### src/rtl/writeback_pkg.sv
// writeback_pkg: control-state, opcode and function encodings shared by the writeback stage
package writeback_pkg;
  localparam logic [2:0] STATE_WB = 3'd4;
  localparam logic [5:0] OP_RTYPE = 6'h00;
  localparam logic [5:0] OP_BEQ = 6'h04;
  localparam logic [5:0] OP_ADDIU = 6'h09;
  localparam logic [5:0] OP_LW = 6'h23;
  localparam logic [5:0] FUNC_ADDU = 6'h21;
  localparam logic [5:0] FUNC_SUBU = 6'h23;
  localparam logic [5:0] FUNC_SLT = 6'h2a;
  function automatic logic is_rtype_alu(input logic [5:0] f);
    return f == FUNC_ADDU || f == FUNC_SUBU || f == FUNC_SLT;
  endfunction
endpackage

### src/rtl/writeback_regfile.sv
// writeback_regfile: NREGS x DW regs, r0 reads 0; sync write (we_i/waddr_i/wdata_i), async reads ra/rb with write-first bypass
module writeback_regfile #(
  parameter int NREGS = 32,
  parameter int DW = 8,
  parameter int AW = $clog2(NREGS)
) (
  input  logic          clk,
  input  logic          rst,
  input  logic          we_i,
  input  logic [AW-1:0] waddr_i,
  input  logic [DW-1:0] wdata_i,
  input  logic [AW-1:0] ra_addr_i,
  output logic [DW-1:0] ra_data_o,
  input  logic [AW-1:0] rb_addr_i,
  output logic [DW-1:0] rb_data_o
);
  logic [DW-1:0] mem_q [NREGS];
  always_ff @(posedge clk) begin
    if (rst) begin
      for (int i = 0; i < NREGS; i++) mem_q[i] <= '0;
    end else if (we_i && waddr_i != '0) begin
      mem_q[waddr_i] <= wdata_i;
    end
  end
  assign ra_data_o = ra_addr_i == '0 ? '0 : (we_i && waddr_i == ra_addr_i) ? wdata_i : mem_q[ra_addr_i];
  assign rb_data_o = rb_addr_i == '0 ? '0 : (we_i && waddr_i == rb_addr_i) ? wdata_i : mem_q[rb_addr_i];
endmodule

### src/rtl/writeback.sv
// writeback: retires one instruction per WB visit (ALU write or LW via dmem req/ack with timeout), owns regfile, pulses wb_done/wb_error
module writeback
  import writeback_pkg::*;
#(
  parameter int NREGS = 32,
  parameter int DW = 8,
  parameter int TIMEOUT = 16
) (
  input  logic          clk,
  input  logic          rst,
  input  logic [2:0]    state,
  input  logic [5:0]    opcode,
  input  logic [5:0]    func,
  input  logic [4:0]    rt,
  input  logic [4:0]    rd,
  input  logic [DW-1:0] result,
  input  logic          result_valid,
  output logic          dmem_req,
  output logic [DW-1:0] dmem_addr,
  input  logic [DW-1:0] dmem_rdata,
  input  logic          dmem_ack,
  input  logic [4:0]    ra_addr,
  output logic [DW-1:0] ra_data,
  input  logic [4:0]    rb_addr,
  output logic [DW-1:0] rb_data,
  output logic          wb_done,
  output logic          wb_error
);
  typedef enum logic [1:0] {IDLE, LOAD_WAIT, DONE} fsm_e;
  localparam int CW = $clog2(TIMEOUT);
  fsm_e fsm_q, fsm_d;
  logic armed_q, armed_d, req_q, req_d, err_q, err_d;
  logic [DW-1:0] addr_q, addr_d;
  logic [CW-1:0] cnt_q, cnt_d;
  logic [4:0] dst_q, dst_d;
  logic accept, alu_op, we;
  logic [4:0] waddr;
  logic [DW-1:0] wdata;
  assign accept = fsm_q == IDLE && state == STATE_WB && armed_q;
  assign alu_op = (opcode == OP_RTYPE && is_rtype_alu(func)) || opcode == OP_ADDIU;
  always_ff @(posedge clk) begin
    if (rst) begin
      fsm_q <= IDLE;
      armed_q <= 1'b1;
      req_q <= 1'b0;
      err_q <= 1'b0;
      addr_q <= '0;
      cnt_q <= '0;
      dst_q <= '0;
    end else begin
      fsm_q <= fsm_d;
      armed_q <= armed_d;
      req_q <= req_d;
      err_q <= err_d;
      addr_q <= addr_d;
      cnt_q <= cnt_d;
      dst_q <= dst_d;
    end
  end
  always_comb begin
    fsm_d = fsm_q;
    armed_d = state != STATE_WB || (armed_q && !accept);
    req_d = req_q;
    err_d = err_q;
    addr_d = addr_q;
    cnt_d = cnt_q;
    dst_d = dst_q;
    case (fsm_q)
      IDLE: if (accept) begin
        err_d = 1'b0;
        fsm_d = DONE;
        if (opcode == OP_LW && result_valid) begin
          fsm_d = LOAD_WAIT;
          req_d = 1'b1;
          addr_d = result;
          cnt_d = '0;
          dst_d = rt;
        end
      end
      // an ack in the final timeout cycle still counts as a successful load
      LOAD_WAIT: if (dmem_ack || cnt_q == CW'(TIMEOUT - 1)) begin
        fsm_d = DONE;
        req_d = 1'b0;
        err_d = !dmem_ack;
      end else begin
        cnt_d = cnt_q + 1'b1;
      end
      default: begin
        fsm_d = IDLE;
        err_d = 1'b0;
      end
    endcase
  end
  always_comb begin
    we = (accept && result_valid && alu_op) || (fsm_q == LOAD_WAIT && dmem_ack);
    waddr = fsm_q == LOAD_WAIT ? dst_q : opcode == OP_RTYPE ? rd : rt;
    wdata = fsm_q == LOAD_WAIT ? dmem_rdata : result;
    wb_done = fsm_q == DONE;
    wb_error = fsm_q == DONE && err_q;
  end
  assign dmem_req = req_q;
  assign dmem_addr = addr_q;
  writeback_regfile #(.NREGS(NREGS), .DW(DW)) u_regfile (
    .clk(clk),
    .rst(rst),
    .we_i(we),
    .waddr_i(waddr),
    .wdata_i(wdata),
    .ra_addr_i(ra_addr),
    .ra_data_o(ra_data),
    .rb_addr_i(rb_addr),
    .rb_data_o(rb_data)
  );
endmodule

### config.mk
export PLATFORM = sky130hd
export DESIGN_NAME = writeback
export DESIGN_NICKNAME = d
export VERILOG_FILES = /design/src/rtl/writeback_pkg.sv /design/src/rtl/writeback_regfile.sv /design/src/rtl/writeback.sv
export SDC_FILE = /design/constraint.sdc
export NUM_CORES = 1
export LEC_CHECK = 0
export ABC_CLOCK_PERIOD_IN_PS = 4600
export BUFFER_PORTS_ARGS = -buffer_cell sky130_fd_sc_hd__buf_2
export CAP_MARGIN = 30
export CORE_UTILIZATION = 30
export DETAILED_ROUTE_END_ITERATION = 16
export SLEW_MARGIN = 20
export SYNTH_ARGS = -nofsm -noshare
export SYNTH_HDL_FRONTEND = slang
export SYNTH_SLANG_ARGS = --single-unit
### constraint.sdc
create_clock -name clk -period 4.6 [get_ports clk]
set_input_delay 0.92 -clock clk [delete_from_list [all_inputs] [get_ports clk]]
set_output_delay 0.92 -clock clk [all_outputs]
set_load 0.05 [all_outputs]
==> results_tabular.tex, run 1 <==
\begin{tabular}{lr}
\hline
Metric & Value \\
\hline
\multicolumn{2}{l}{\textbf{Clock network}} \\
Total number of H-tree levels & 1 \\
Clk\_lat worst skew & 590 ps \\
TritonCTS buffer count & 31 \\
Master cell of the clock root buffer & clkbuf\_16 \\
Reg clk slew, reported paths & 60 ps \\
Maximum number of buffers from clock root to sink & 3 \\
\# Post-CTS Setup Buffers & 0 \\
TritonCTS Sinks & 278 \\
CTS tree & built \\
Post-CTS Hold Fix Bufs & 0 \\
\multicolumn{2}{l}{\textbf{Detailed routing}} \\
Overall via count from detail\_route & 11300 \\
Average wire per cell in the routed design & 25.0 um \\
Average via count per standard cell & 5.75 \\
Final Routed Wirelength & 49000 um \\
DRC violation count after routing & 0 \\
First DRT Iteration DRCs & 1219 \\
Number of nets with antenna violations after routing & 0 \\
Drt first pass iters & 5 \\
\multicolumn{2}{l}{\textbf{Logic synthesis}} \\
Cells after synthesis & 1148 \\
Count of warnings emitted by yosys & 0 \\
Top-count cell post-synth & edfxtp\_1 \\
Yosys top cell area share & 0.491 \\
Synth Area per Inst & 13.6 um2 \\
Number of storage elements in the synthesis netlist & 278 \\
Post-Syn Area & 15700 um2 \\
Cell type contributing the most total cell area after synthesis & edfxtp\_1 \\
Area contributors post-synth & edfxtp\_1 (49\%), mux4\_2 (21\%), nor3\_1 (6.8\%), dfxtp\_1 (2.8\%), nor3\_2 (2.6\%) \\
Post-synth top cells & edfxtp\_1 (256), nor3\_1 (214), mux4\_2 (146), clkbuf\_1 (98), nand2\_1 (51) \\
Async S/R FF share, synth & 0 \\
Main flop type after synthesis & edfxtp\_1 \\
Post-synth cell types & 67 \\
Number of enable-type register cells in the synthesized netlist & 256 \\
Proportion of synthesized chip area in sequential cells & 0.519 \\
\multicolumn{2}{l}{\textbf{Power and ir drop}} \\
Post-layout power & 6.29 mW \\
Gate power share & 0.145 \\
Leakage dissipation & 6.11 nW \\
Power density relative to cell area & 336 nW/um2 \\
Internal power & 4.67 mW \\
Peak supply drop & 0.262 mV \\
Net Sw Frac & 0.257 \\
Net switching component of the power & 1.62 mW \\
Part of the total power dissipated in the clock network & 0.397 \\
Sequential cell fraction of total power & 0.458 \\
\multicolumn{2}{l}{\textbf{Timing}} \\
Number of max-slew violations in the final report & 0 \\
Final number of hold-violating endpoints & 0 \\
Worst slew pin tran & 805 ps \\
Min Tclk post-route & 4560 ps \\
Worst-case setup margin in the final layout & 44.0 ps \\
Setup repair after global routing missed its margin & no \\
Max frequency & 219 MHz \\
Final worst clock skew & 29.3 ps \\
Endpoints failing setup & 0 \\
Accumulated negative setup slack & 0 ps \\
Remaining max-slew budget at the tightest pin & 0.463 \\
Share of the cycle needed by the critical path after routing & 0.990 \\
\multicolumn{2}{l}{\textbf{Cells and area}} \\
Cell Count, Final, Fillers Out & 1960 \\
Growth of design area from synthesis to finish & 19.3\% \\
Share of cells above drive strength 1 & 0.378 \\
Antenna diode count & 0 \\
Filler Cells Inserted & 4974 \\
Area of combinational cells with multiple inputs & 7120 um2 \\
End-of-flow core utilization & 0.363 \\
FF/Latch Area & 8130 um2 \\
Final nets & 1312 \\
\multicolumn{2}{l}{\textbf{Setup path}} \\
CP Launch Type & input port \\
Launching element of the worst setup path & opcode[1] \\
Critical path data required time & 3680 ps \\
Crit-path max FO & 9 \\
CP max-delay cell & or4\_4 \\
Setup CP Type & in -> out \\
Critical path data arrival time & 3640 ps \\
Worst-path cell chain & buf\_2, or4\_4, o31ai\_2, nor2\_1, nor2\_1, a211oi\_2, buf\_4, and2\_0, buf\_4, o21ai\_0, buf\_2 \\
Slowest cell delay on critical path & 570 ps \\
Endpoint kind of the worst setup timing path & primary output \\
Startpoint of the worst-slack reg-to-reg timing path & fsm\_q[0] \\
\multicolumn{2}{l}{\textbf{Die}} \\
Number of placement rows & 83 \\
Starting Density & 0.304 \\
X dimension of the die & 231 um \\
Die extent in y & 231 um \\
CORE AREA & 51500 um2 \\
Top-level I/O count & 82 \\
Area enclosed by the die boundary & 53200 um2 \\
\multicolumn{2}{l}{\textbf{GRT}} \\
Remaining global-route overflow & 0 \\
Via count of the first global-routing pass & 11100 \\
Maximum number of pins on one net before global-route repair & 62 \\
Wire length of the first global-routing pass & 73000 um \\
Overall routing resource usage & 0.183 \\
Antenna violations before repair & 0 \\
\multicolumn{2}{l}{\textbf{Place}} \\
Routability Congestion & 0.889 \\
Port Buffer Count & 81 \\
Post-placement setup slack & 11.3 ps \\
Total instance count after detailed placement & 1903 \\
Placed wire-length estimate & 33700 um \\
\multicolumn{2}{l}{\textbf{Flow run}} \\
Count of max-cap constraint violations & 0 \\
\multicolumn{2}{l}{\textbf{Worst hold path}} \\
Worst min path class & reg -> reg \\
Hold path startpoint & dmem\_addr[2] \\
\multicolumn{2}{l}{\textbf{Run status}} \\
Outcome & finished clean \\
\hline
\end{tabular}
-- per-stage QoR --
stage          hold WS (ps)  instance area [um2]
6_report                459                18700
5_1_grt                 482                18700
4_1_cts                 458                18700
3_5_place_dp            449                17700
3_3_place_gp            440                17700
2_1_floorplan           449                15800
-- metal layers --
layer / GRT usage / vias up / share of wire
met4: 0.0401 / 0 / 0.017
met2: 0.310 / 486 / 0.50
met5: 0 / - / 0
li1: - / 4817 / -
met3: 0.0259 / 54 / 0.079
met1: 0.248 / 5914 / 0.41
-- critical path: cells and delay by family --
kind / cells / cell delay (ps)
simple gates: 4 / 1110
buf+inv: 4 / 840
compound gates: 3 / 750
-- sequential cells by signal, summed over array words and instances, names as in the netlist --
signal           cells
dmem_addr            8
err_q                1
dmem_req             1
armed_q              1
cnt_q                4
dst_q                5
fsm_q                2
u_regfile.mem_q    256
-- power by group through the flow --
stage / Clock [mW] / Combinational [mW] / Sequential [mW]
after floorplan: 0 / 0.549 / 2.91
after global placement: 0 / 0.906 / 2.92
after detailed placement: 0 / 0.910 / 2.93
after CTS: 2.52 / 0.913 / 2.88
after global routing: 2.62 / 0.952 / 2.89
final: 2.50 / 0.914 / 2.88
-- kinds of logic (layout without fill, tap and decap cells) --
logic type,count (synthesis),count (layout),synth area share
compound gates,127,127,0.0588
flops,278,278,0.519
mux,175,175,0.229
fa+ha+maj,1,1,0.000798
simple gates,408,408,0.147
buf+inv,149,274,0.0403
other cells,1,8,0.000239
xor+xnor,9,9,0.00503
-- path summary, 6_finish.rpt --
check | end | slack (ps) | cells after the start
setup / recovery | ra_data[4] | 40 | 11
hold / removal | dmem_addr[2] | 460 | 2
setup reg to reg | u_regfile.mem_q[21][0] | 1450 | 8
hold reg to reg | dmem_addr[2] | 460 | 2
-- cells in the final DEF, fill, tap and decap left out, drive strengths merged, types with 13 or more instances in the layout --
cell / n
a211oi: 20
a21oi: 22
buf: 206
clkbuf: 37
clkinv: 13
dfxtp: 22
edfxtp: 256
mux2i: 21
mux4: 146
nand2: 52
nand3: 18
nor2: 24
nor2b: 18
nor3: 254
o21bai: 31
-- layout make-up --
class,count,area share
multi-input cells,728,0.381
clock inverters,20,0.0112
well taps,680,0.0455
flip-flops and latches,278,0.435
clock buffers,37,0.0427
repair buffers,206,0.0829
inverters,11,0.00221
-- repair_timing --
action	in CTS	in global routing
hold endpoints to repair	0	0
resized for setup	1	2
setup endpoints to repair	1	3
No activity file was read; power rests on OpenSTA's default activity.
==> run 2, diff against run 1 <==
--- a/config.mk
+++ b/config.mk
@@ -10,6 +10,7 @@
 export CAP_MARGIN = 30
 export CORE_UTILIZATION = 30
 export DETAILED_ROUTE_END_ITERATION = 16
+export PLACE_DENSITY_LB_ADDON = 0.12
 export SLEW_MARGIN = 20
 export SYNTH_ARGS = -nofsm -noshare
 export SYNTH_HDL_FRONTEND = slang
==> run 2 against run 1 <==
  * Design area is 0.96% higher
  * Sequential power is essentially flat
  * Fmax rose by 2.3%
  * Die area did not move
  * Hold slack lost 5.8 ps
  * Clock power grew 7%
  * Setup slack improved by 100 ps
  * Final cell count up 0.66%
  * Non-clock buffer count grew 11
  * Via count increased by 0.62%
  * Sequential cell count did not move
  * Critical endpoint is now rb_data[5]
  * Largest cell class unchanged
==> results_tabular.tex, run 2 (synthesis results as in run 1) <==
\begin{tabular}{lr}
\hline
Metric & Value \\
\hline
\multicolumn{2}{l}{\textbf{Power and ir drop}} \\
Net switching component of the power & 1.73 mW (+6.9\%) \\
Gate power share & 0.144 (about the same) \\
Power density relative to cell area & 345 nW/um2 (+2.5\%) \\
Peak supply drop & 0.197 mV (-25\%) \\
Internal power & 4.78 mW (+2.3\%) \\
Part of the total power dissipated in the clock network & 0.412 (+0.015) \\
Sequential cell fraction of total power & 0.443 (-0.015) \\
Leakage dissipation & 6.21 nW (+1.6\%) \\
Net Sw Frac & 0.265 (+0.00843) \\
\multicolumn{2}{l}{\textbf{Worst hold path}} \\
Hold path depth & 2 (unchanged) \\
Hold path startpoint & dmem\_addr[0] \\
Worst min-delay path endpoint & dmem\_addr[0] \\
Worst min path class & reg -> reg \\
\multicolumn{2}{l}{\textbf{Die}} \\
CORE AREA & 51500 um2 (unchanged) \\
Area enclosed by the die boundary & 53200 um2 (unchanged) \\
Number of placement rows & 83 (unchanged) \\
Die extent in y & 231 um (unchanged) \\
Starting Density & 0.304 (unchanged) \\
X dimension of the die & 231 um (unchanged) \\
Top-level I/O count & 82 (unchanged) \\
\multicolumn{2}{l}{\textbf{Timing}} \\
Final worst clock skew & 17.5 ps (-11.8 ps) \\
Max frequency & 224 MHz (+2.3\%) \\
Setup repair after global routing missed its margin & no \\
Endpoints failing setup & 0 (unchanged) \\
Remaining max-slew budget at the tightest pin & 0.357 (-0.106) \\
Number of max-slew violations in the final report & 0 (unchanged) \\
Min Tclk post-route & 4460 ps (-101 ps) \\
Accumulated negative setup slack & 0 ps (unchanged) \\
Worst slew pin tran & 944 ps (+138 ps) \\
Final number of hold-violating endpoints & 0 (unchanged) \\
Share of the cycle needed by the critical path after routing & 0.969 (-0.0219) \\
\multicolumn{2}{l}{\textbf{Detailed routing}} \\
First DRT Iteration DRCs & 1207 (-0.98\%) \\
Average wire per cell in the routed design & 28.6 um (+14\%) \\
Overall via count from detail\_route & 11300 (+0.62\%) \\
Final Routed Wirelength & 56400 um (+15\%) \\
Average via count per standard cell & 5.75 (about the same) \\
Drt first pass iters & 5 (unchanged) \\
DRC violation count after routing & 0 (unchanged) \\
Number of nets with antenna violations after routing & 0 (unchanged) \\
\multicolumn{2}{l}{\textbf{Cells and area}} \\
Most common cell after layout, fill and taps aside & edfxtp\_1 \\
Most frequent cells in the layout & edfxtp\_1 (256), nor3\_1 (214), mux4\_2 (146) \\
Share of cells above drive strength 1 & 0.384 (+0.00625) \\
Filler Cells Inserted & 4988 (+0.28\%) \\
Cell Count, Final, Fillers Out & 1973 (+0.66\%) \\
Growth of design area from synthesis to finish & 20.5\% \\
FF/Latch Area & 8130 um2 (unchanged) \\
Largest register FFs & 256 (unchanged) \\
Antenna diode count & 0 (unchanged) \\
Final nets & 1327 (+1.1\%) \\
Most flop-heavy register & u\_regfile.mem\_q \\
Area of combinational cells with multiple inputs & 7150 um2 (+0.49\%) \\
\multicolumn{2}{l}{\textbf{Clock network}} \\
Master cell of the clock root buffer & clkbuf\_16 \\
CTS tree & built \\
Total number of H-tree levels & 2 (+1) \\
Post-CTS Hold Fix Bufs & 0 (unchanged) \\
\# Post-CTS Setup Buffers & 0 (unchanged) \\
TritonCTS Sinks & 278 (unchanged) \\
Clk\_lat worst skew & 550 ps (-40 ps) \\
Reg clk slew, reported paths & 60 ps (about the same) \\
TritonCTS buffer count & 35 (+13\%) \\
Maximum number of buffers from clock root to sink & 3 (unchanged) \\
\multicolumn{2}{l}{\textbf{Place}} \\
Routability Congestion & 0.860 (-3.3\%) \\
Placed wire-length estimate & 39300 um (+17\%) \\
Total instance count after detailed placement & 1914 (+0.58\%) \\
Port Buffer Count & 81 (unchanged) \\
\multicolumn{2}{l}{\textbf{GRT}} \\
Wire length of the first global-routing pass & 82300 um (+13\%) \\
Overall routing resource usage & 0.215 (+0.0316) \\
Via count of the first global-routing pass & 11200 (+1.4\%) \\
Remaining global-route overflow & 0 (unchanged) \\
Antenna violations before repair & 1 (+1) \\
Maximum number of pins on one net before global-route repair & 57 (-8.1\%) \\
\multicolumn{2}{l}{\textbf{Setup path}} \\
Setup slack of the most critical reg-to-reg path & 1310 ps (-140 ps) \\
Endpoint kind of the worst setup timing path & primary output \\
Startpoint of the worst-slack reg-to-reg timing path & fsm\_q[0] \\
Endpoint of the worst-slack reg-to-reg timing path & u\_regfile.mem\_q[28][5] \\
Setup CP Type & in -> out \\
CP Launch Type & input port \\
Critical path data required time & 3680 ps (about the same) \\
Crit-path max FO & 16 (+7) \\
Critical path data arrival time & 3540 ps (-100 ps) \\
Worst reg-to-reg path cell count & 7 (-1) \\
\multicolumn{2}{l}{\textbf{Flow run}} \\
Count of max-cap constraint violations & 0 (unchanged) \\
\multicolumn{2}{l}{\textbf{Run status}} \\
Outcome & finished clean \\
\hline
\end{tabular}
## run 2: cell types whose count changed in the layout (fill, tap and decap cells not counted), sizes merged
cell	previous run	this run
clkbuf	37	40
clkinvlp	2	1
bufinv	4	2
clkinv	13	15
buf	206	217
## run 2: power by group through the flow
stage	Sequential (mW)	Combinational, mW	Clock, mW
5_1_grt	2.89	0.986	2.82
4_1_cts	2.88	0.939	2.75
3_5_place_dp	2.94	0.936	0
6_report	2.89	0.940	2.68
3_3_place_gp	2.94	0.935	0
2_1_floorplan	2.91	0.549	0
## run 2: worst max-delay path by stage
stage                     cells after the start       from          to
final                                        11  opcode[1]  rb_data[5]
after global routing                         10  opcode[1]  rb_data[7]
after CTS                                    10  opcode[1]  rb_data[3]
after detailed placement                     11  opcode[1]  rb_data[5]
after global placement                       11  opcode[1]  rb_data[5]
after floorplan                               8  opcode[1]  rb_data[1]
## run 2: stage by stage
step                      setup WS [ps]  total power [mW]   util  cell area [um2]  hold slack, ps
after detailed placement          -45.2              3.87  0.345            17800             449
after global routing               17.3              6.70  0.366            18900             476
after CTS                          34.9              6.57  0.366            18800             457
after global placement            -40.2              3.87  0.345            17800             442
after floorplan                    -246              3.46      -            15800             449
final                               145              6.51  0.366            18900             453
## run 2: critical path, stage by stage
cell and delay (ps):
buf_2 130, or4_4 580, o31ai_2 260, or3b_2 170
nand4_1 130, nor4b_4 400, buf_12 210, a211oi_1 70
a211oi_2 340, buf_4 190, buf_12 130
## run 2: layer usage
metal | GRT usage | part of all wire | vias to the layer above
met5 | 0 | 0.00034 | -
met1 | 0.301 | 0.43 | 5922
met3 | 0.0446 | 0.074 | 78
met2 | 0.335 | 0.47 | 485
met4 | 0.0594 | 0.025 | 2
li1 | - | - | 4854
## run 2: layout make-up
cell class,instances,share of cell area
clock buffer,40,0.0496
sequential,278,0.431
clock inverter,19,0.00749
inverter,11,0.00219
timing repair buffer,217,0.0860
tap,680,0.0451
multi-input combinational,728,0.379
## run 2: what timing repair did
item | CTS | global route
endpoints found under the hold margin | 0 | 0
cloned | 0 | 0
resized for setup | 1 | 3
endpoints found under the setup margin | 1 | 3
==> run 3, diff against run 2 <==
--- a/config.mk
+++ b/config.mk
@@ -14,4 +14,5 @@
 export SLEW_MARGIN = 20
 export SYNTH_ARGS = -nofsm -noshare
 export SYNTH_HDL_FRONTEND = slang
+export SYNTH_HIERARCHICAL = 1
 export SYNTH_SLANG_ARGS = --single-unit
==> run 3 against run 2 <==
  * First-iteration DRC count shrank 36%
  * Synthesized area decreased by 1.7%
  * Fmax is 1.6% higher
  * Clock skew up 19 ps
  * Combinational power down 21%
  * Global-route usage is 2.1 points lower
  * Synthesized cell count down 1.2%
  * Critical path depth grew 3
  * Critical path type unchanged
  * Highest routed layer unchanged
==> results_tabular.tex, run 3 <==
\begin{tabular}{lr}
\hline
Metric & Value \\
\hline
\multicolumn{2}{l}{\textbf{Run status}} \\
Outcome & finished clean \\
\multicolumn{2}{l}{\textbf{Cells and area}} \\
Largest register FFs & 256 (unchanged) \\
Antenna diode count & 0 (unchanged) \\
Most frequent cells in the layout & edfxtp\_1 (256), and2\_1 (252), mux4\_2 (104) \\
Final nets & 1320 (-0.53\%) \\
Most flop-heavy register & u\_regfile/mem\_q \\
Final std cell area, no fill & 18000 um2 (-4.6\%) \\
Most common cell after layout, fill and taps aside & edfxtp\_1 \\
Share of cells above drive strength 1 & 0.301 (-0.0832) \\
Filler Cells Inserted & 4876 (-2.2\%) \\
Growth of design area from synthesis to finish & 16.8\% \\
\multicolumn{2}{l}{\textbf{Power and ir drop}} \\
Net switching component of the power & 1.61 mW (-6.8\%) \\
Gate power share & 0.120 (-0.024) \\
Part of the total power dissipated in the clock network & 0.415 (+0.003) \\
Post-layout power & 6.21 mW (-4.6\%) \\
Internal power & 4.60 mW (-3.8\%) \\
Peak supply drop & 0.227 mV (+15\%) \\
Sequential cell fraction of total power & 0.465 (+0.022) \\
Leakage dissipation & 6.66 nW (+7.2\%) \\
Power density relative to cell area & 345 nW/um2 (about the same) \\
Net Sw Frac & 0.259 (-0.00623) \\
\multicolumn{2}{l}{\textbf{Flow run}} \\
Count of max-cap constraint violations & 0 (unchanged) \\
\multicolumn{2}{l}{\textbf{Logic synthesis}} \\
Yosys top cell area share & 0.499 (+0.00829) \\
Number of storage elements in the synthesis netlist & 278 (unchanged) \\
Top-count cell post-synth & edfxtp\_1 \\
Post-synth top cells & edfxtp\_1 (256), and2\_1 (252), mux4\_2 (104), nand2\_1 (68), clkbuf\_1 (54) \\
Main flop type after synthesis & edfxtp\_1 \\
Area contributors post-synth & edfxtp\_1 (50\%), mux4\_2 (15\%), and2\_1 (10\%), dfxtp\_1 (2.9\%), mux2i\_1 (2.7\%) \\
Proportion of synthesized chip area in sequential cells & 0.527 (+0.00876) \\
Number of enable-type register cells in the synthesized netlist & 256 (unchanged) \\
Cell type contributing the most total cell area after synthesis & edfxtp\_1 \\
Cells after synthesis & 1134 (-1.2\%) \\
Count of warnings emitted by yosys & 6 (+6) \\
Post-synth cell types & 60 (-10\%) \\
Post-Syn Area & 15400 um2 (-1.7\%) \\
Async S/R FF share, synth & 0 (unchanged) \\
Synth Area per Inst & 13.6 um2 (-0.45\%) \\
\multicolumn{2}{l}{\textbf{Timing}} \\
Remaining max-slew budget at the tightest pin & 0.431 (+0.0738) \\
Final number of hold-violating endpoints & 0 (unchanged) \\
Min Tclk post-route & 4390 ps (-68.7 ps) \\
Endpoints failing setup & 0 (unchanged) \\
Number of max-slew violations in the final report & 0 (unchanged) \\
Share of the cycle needed by the critical path after routing & 0.954 (-0.0149) \\
Accumulated negative setup slack & 0 ps (unchanged) \\
Final worst clock skew & 36.2 ps (+18.7 ps) \\
Setup repair after global routing missed its margin & no \\
Hold\_ws & 458 ps (+4.80 ps) \\
Max frequency & 228 MHz (+1.6\%) \\
Worst slew pin tran & 853 ps (-90.6 ps) \\
\multicolumn{2}{l}{\textbf{Setup path}} \\
Worst reg-to-reg path cell count & 10 (+3) \\
Startpoint of the worst-slack reg-to-reg timing path & fsm\_q[0] \\
Cell count along the critical path & 14 (+3) \\
Critical path data arrival time & 3470 ps (-70 ps) \\
Endpoint kind of the worst setup timing path & primary output \\
Critical Path End & ra\_data[5] \\
Category of cells accounting for the largest share of critical-path delay & buffers and inverters \\
Endpoint of the worst-slack reg-to-reg timing path & u\_regfile/mem\_q[29][2] \\
Worst-path cell chain & buf\_2, nor4\_4, nand2\_1, buf\_4, mux2i\_1, o21ai\_0, buf\_4, xnor2\_1, nand4\_2, o211ai\_1, buf\_4, a21oi\_1, a211o\_1, clkbuf\_4 \\
CP Launch Type & input port \\
Slowest cell delay on critical path & 340 ps (-240 ps) \\
Critical path data required time & 3680 ps (about the same) \\
Launching element of the worst setup path & opcode[1] \\
Buffer and inverter count on the worst path & 5 (+1) \\
Crit-path max FO & 7 (-9) \\
Setup slack of the most critical reg-to-reg path & 1130 ps (-180 ps) \\
Setup CP Type & in -> out \\
CP most frequent cell & buf\_4 \\
CP max-delay cell & a211o\_1 \\
\multicolumn{2}{l}{\textbf{Place}} \\
Routability Congestion & 0.895 (+4.0\%) \\
Port Buffer Count & 81 (unchanged) \\
Total cell area at the placement stage & 16900 um2 (-4.8\%) \\
Placed wire-length estimate & 36800 um (-6.2\%) \\
\multicolumn{2}{l}{\textbf{Detailed routing}} \\
Final Routed Wirelength & 50300 um (-11\%) \\
DRC violation count after routing & 0 (unchanged) \\
Overall via count from detail\_route & 10100 (-11\%) \\
Drt first pass iters & 5 (unchanged) \\
Average via count per standard cell & 5.17 (-10\%) \\
First DRT Iteration DRCs & 775 (-36\%) \\
Average wire per cell in the routed design & 25.7 um (-10\%) \\
Number of nets with antenna violations after routing & 0 (unchanged) \\
\multicolumn{2}{l}{\textbf{Clock network}} \\
Total number of H-tree levels & 2 (unchanged) \\
TritonCTS buffer count & 36 (+2.9\%) \\
Master cell of the clock root buffer & clkbuf\_16 \\
Reg clk slew, reported paths & 50 ps (about the same) \\
Post-CTS Hold Fix Bufs & 0 (unchanged) \\
TritonCTS Sinks & 278 (unchanged) \\
CTS tree & built \\
Clk\_lat worst skew & 560 ps (about the same) \\
Maximum number of buffers from clock root to sink & 3 (unchanged) \\
\multicolumn{2}{l}{\textbf{GRT}} \\
Wire length of the first global-routing pass & 73900 um (-10\%) \\
Remaining global-route overflow & 0 (unchanged) \\
Overall routing resource usage & 0.194 (-0.0210) \\
Via count of the first global-routing pass & 10200 (-9.2\%) \\
Antenna violations before repair & 2 (+1) \\
Maximum number of pins on one net before global-route repair & 63 (+11\%) \\
\multicolumn{2}{l}{\textbf{Worst hold path}} \\
Worst min path class & reg -> reg \\
\multicolumn{2}{l}{\textbf{Die}} \\
Area enclosed by the die boundary & 52300 um2 (-1.6\%) \\
Top-level I/O count & 82 (unchanged) \\
X dimension of the die & 229 um (-0.83\%) \\
Die extent in y & 229 um (-0.83\%) \\
CORE AREA & 50400 um2 (-2.2\%) \\
Starting Density & 0.306 (+0.00168) \\
Number of placement rows & 82 (-1.2\%) \\
\hline
\end{tabular}
run 3: cell types whose count changed in the layout (fill, tap and decap cells not counted), moves of 18 or more:
| cell | before | now |
|---|---|---|
| a21oi_1 | 22 | 40 |
| a22oi_1 | 0 | 35 |
| and2_1 | 8 | 252 |
| buf_4 | 128 | 95 |
| mux2i_1 | 13 | 41 |
| mux4_2 | 146 | 104 |
| nor3_1 | 214 | 1 |
| nor3_2 | 40 | 0 |
| o21bai_1 | 31 | 0 |
| or2_2 | 2 | 32 |
run 3: logic make-up after synthesis:
| group | count (synthesis) | synth area share |
|---|---|---|
| muxes | 153 | 0.191 |
| other | 1 | 0.000243 |
| xor gates and xnor gates | 10 | 0.00617 |
| and+or+nand+nor | 449 | 0.171 |
| buffers and inverters | 90 | 0.0313 |
| adders and majority gates | 1 | 0.000812 |
| DFF | 278 | 0.527 |
| AOI/OAI and AO/OA | 152 | 0.0720 |
run 3: power by group through the flow:
stage               registers, mW  clock network (mW)  logic [mW]
finish                       2.89                2.58       0.745
global route                 2.90                2.75       0.786
floorplan                    2.91                   0       0.480
global placement             2.94                   0       0.744
CTS                          2.89                2.65       0.746
detailed placement           2.94                   0       0.744
run 3: how the worst min path moves through the flow:
stage,start,end,slack [ps],cells past startpoint
final,dmem_addr[0],dmem_addr[0],460,2
after detailed placement,dmem_addr[0],dmem_addr[0],450,2
after floorplan,armed_q,armed_q,430,2
after CTS,dst_q[0],dst_q[0],460,2
after global routing,dmem_addr[6],dmem_addr[6],480,2
after global placement,dmem_addr[0],dmem_addr[0],440,2
run 3: stage by stage:
step / setup WS [ps] / instances / utilization
finish: 213 / 1957 / 0.357
global route: 46.8 / 1957 / 0.357
CTS: 58.0 / 1955 / 0.357
detailed placement: -61.7 / 1896 / 0.336
global placement: -17.6 / 1896 / 0.336
floorplan: 27.0 / 1141 / -
run 3: timing repair:
action	in CTS	in global routing
cloned	0	0
gates resized for setup	1	7
pin swaps	0	2
setup endpoints to repair	8	15
buffers inserted	0	2
run 3: metal layers:
layer | track usage | up-vias | routed length (um)
met5 | 0 | - | 8
met4 | 0.0464 | 2 | 993
met3 | 0.0382 | 58 | 2910
met2 | 0.297 | 309 | 22600
met1 | 0.279 | 5173 | 23800
li1 | - | 4575 | -
run 3: worst register-to-register path: stages (launching register included):
cell and delay [ps]:
dfxtp_1 440, nor2b_2 450, buf_4 250, nand2_1 60, o21ai_1 190, buf_4 230
nand2b_1 70, nor2_1 80, nand2_1 310, nor2_1 660, or2_2 400
run 3: area by class of cell:
| cell class | instances | area, um2 | area share |
|---|---|---|---|
| Sequential cell | 278 | 8130 | 0.451 |
| Multi-Input combinational cell | 773 | 6850 | 0.380 |
| Timing Repair Buffer | 174 | 1140 | 0.0635 |
| Clock buffer | 38 | 908 | 0.0505 |
| Tap cell | 672 | 841 | 0.0467 |
| Clock inverter | 21 | 129 | 0.00716 |
| Inverter | 1 | 3.75 | 0.000208 |
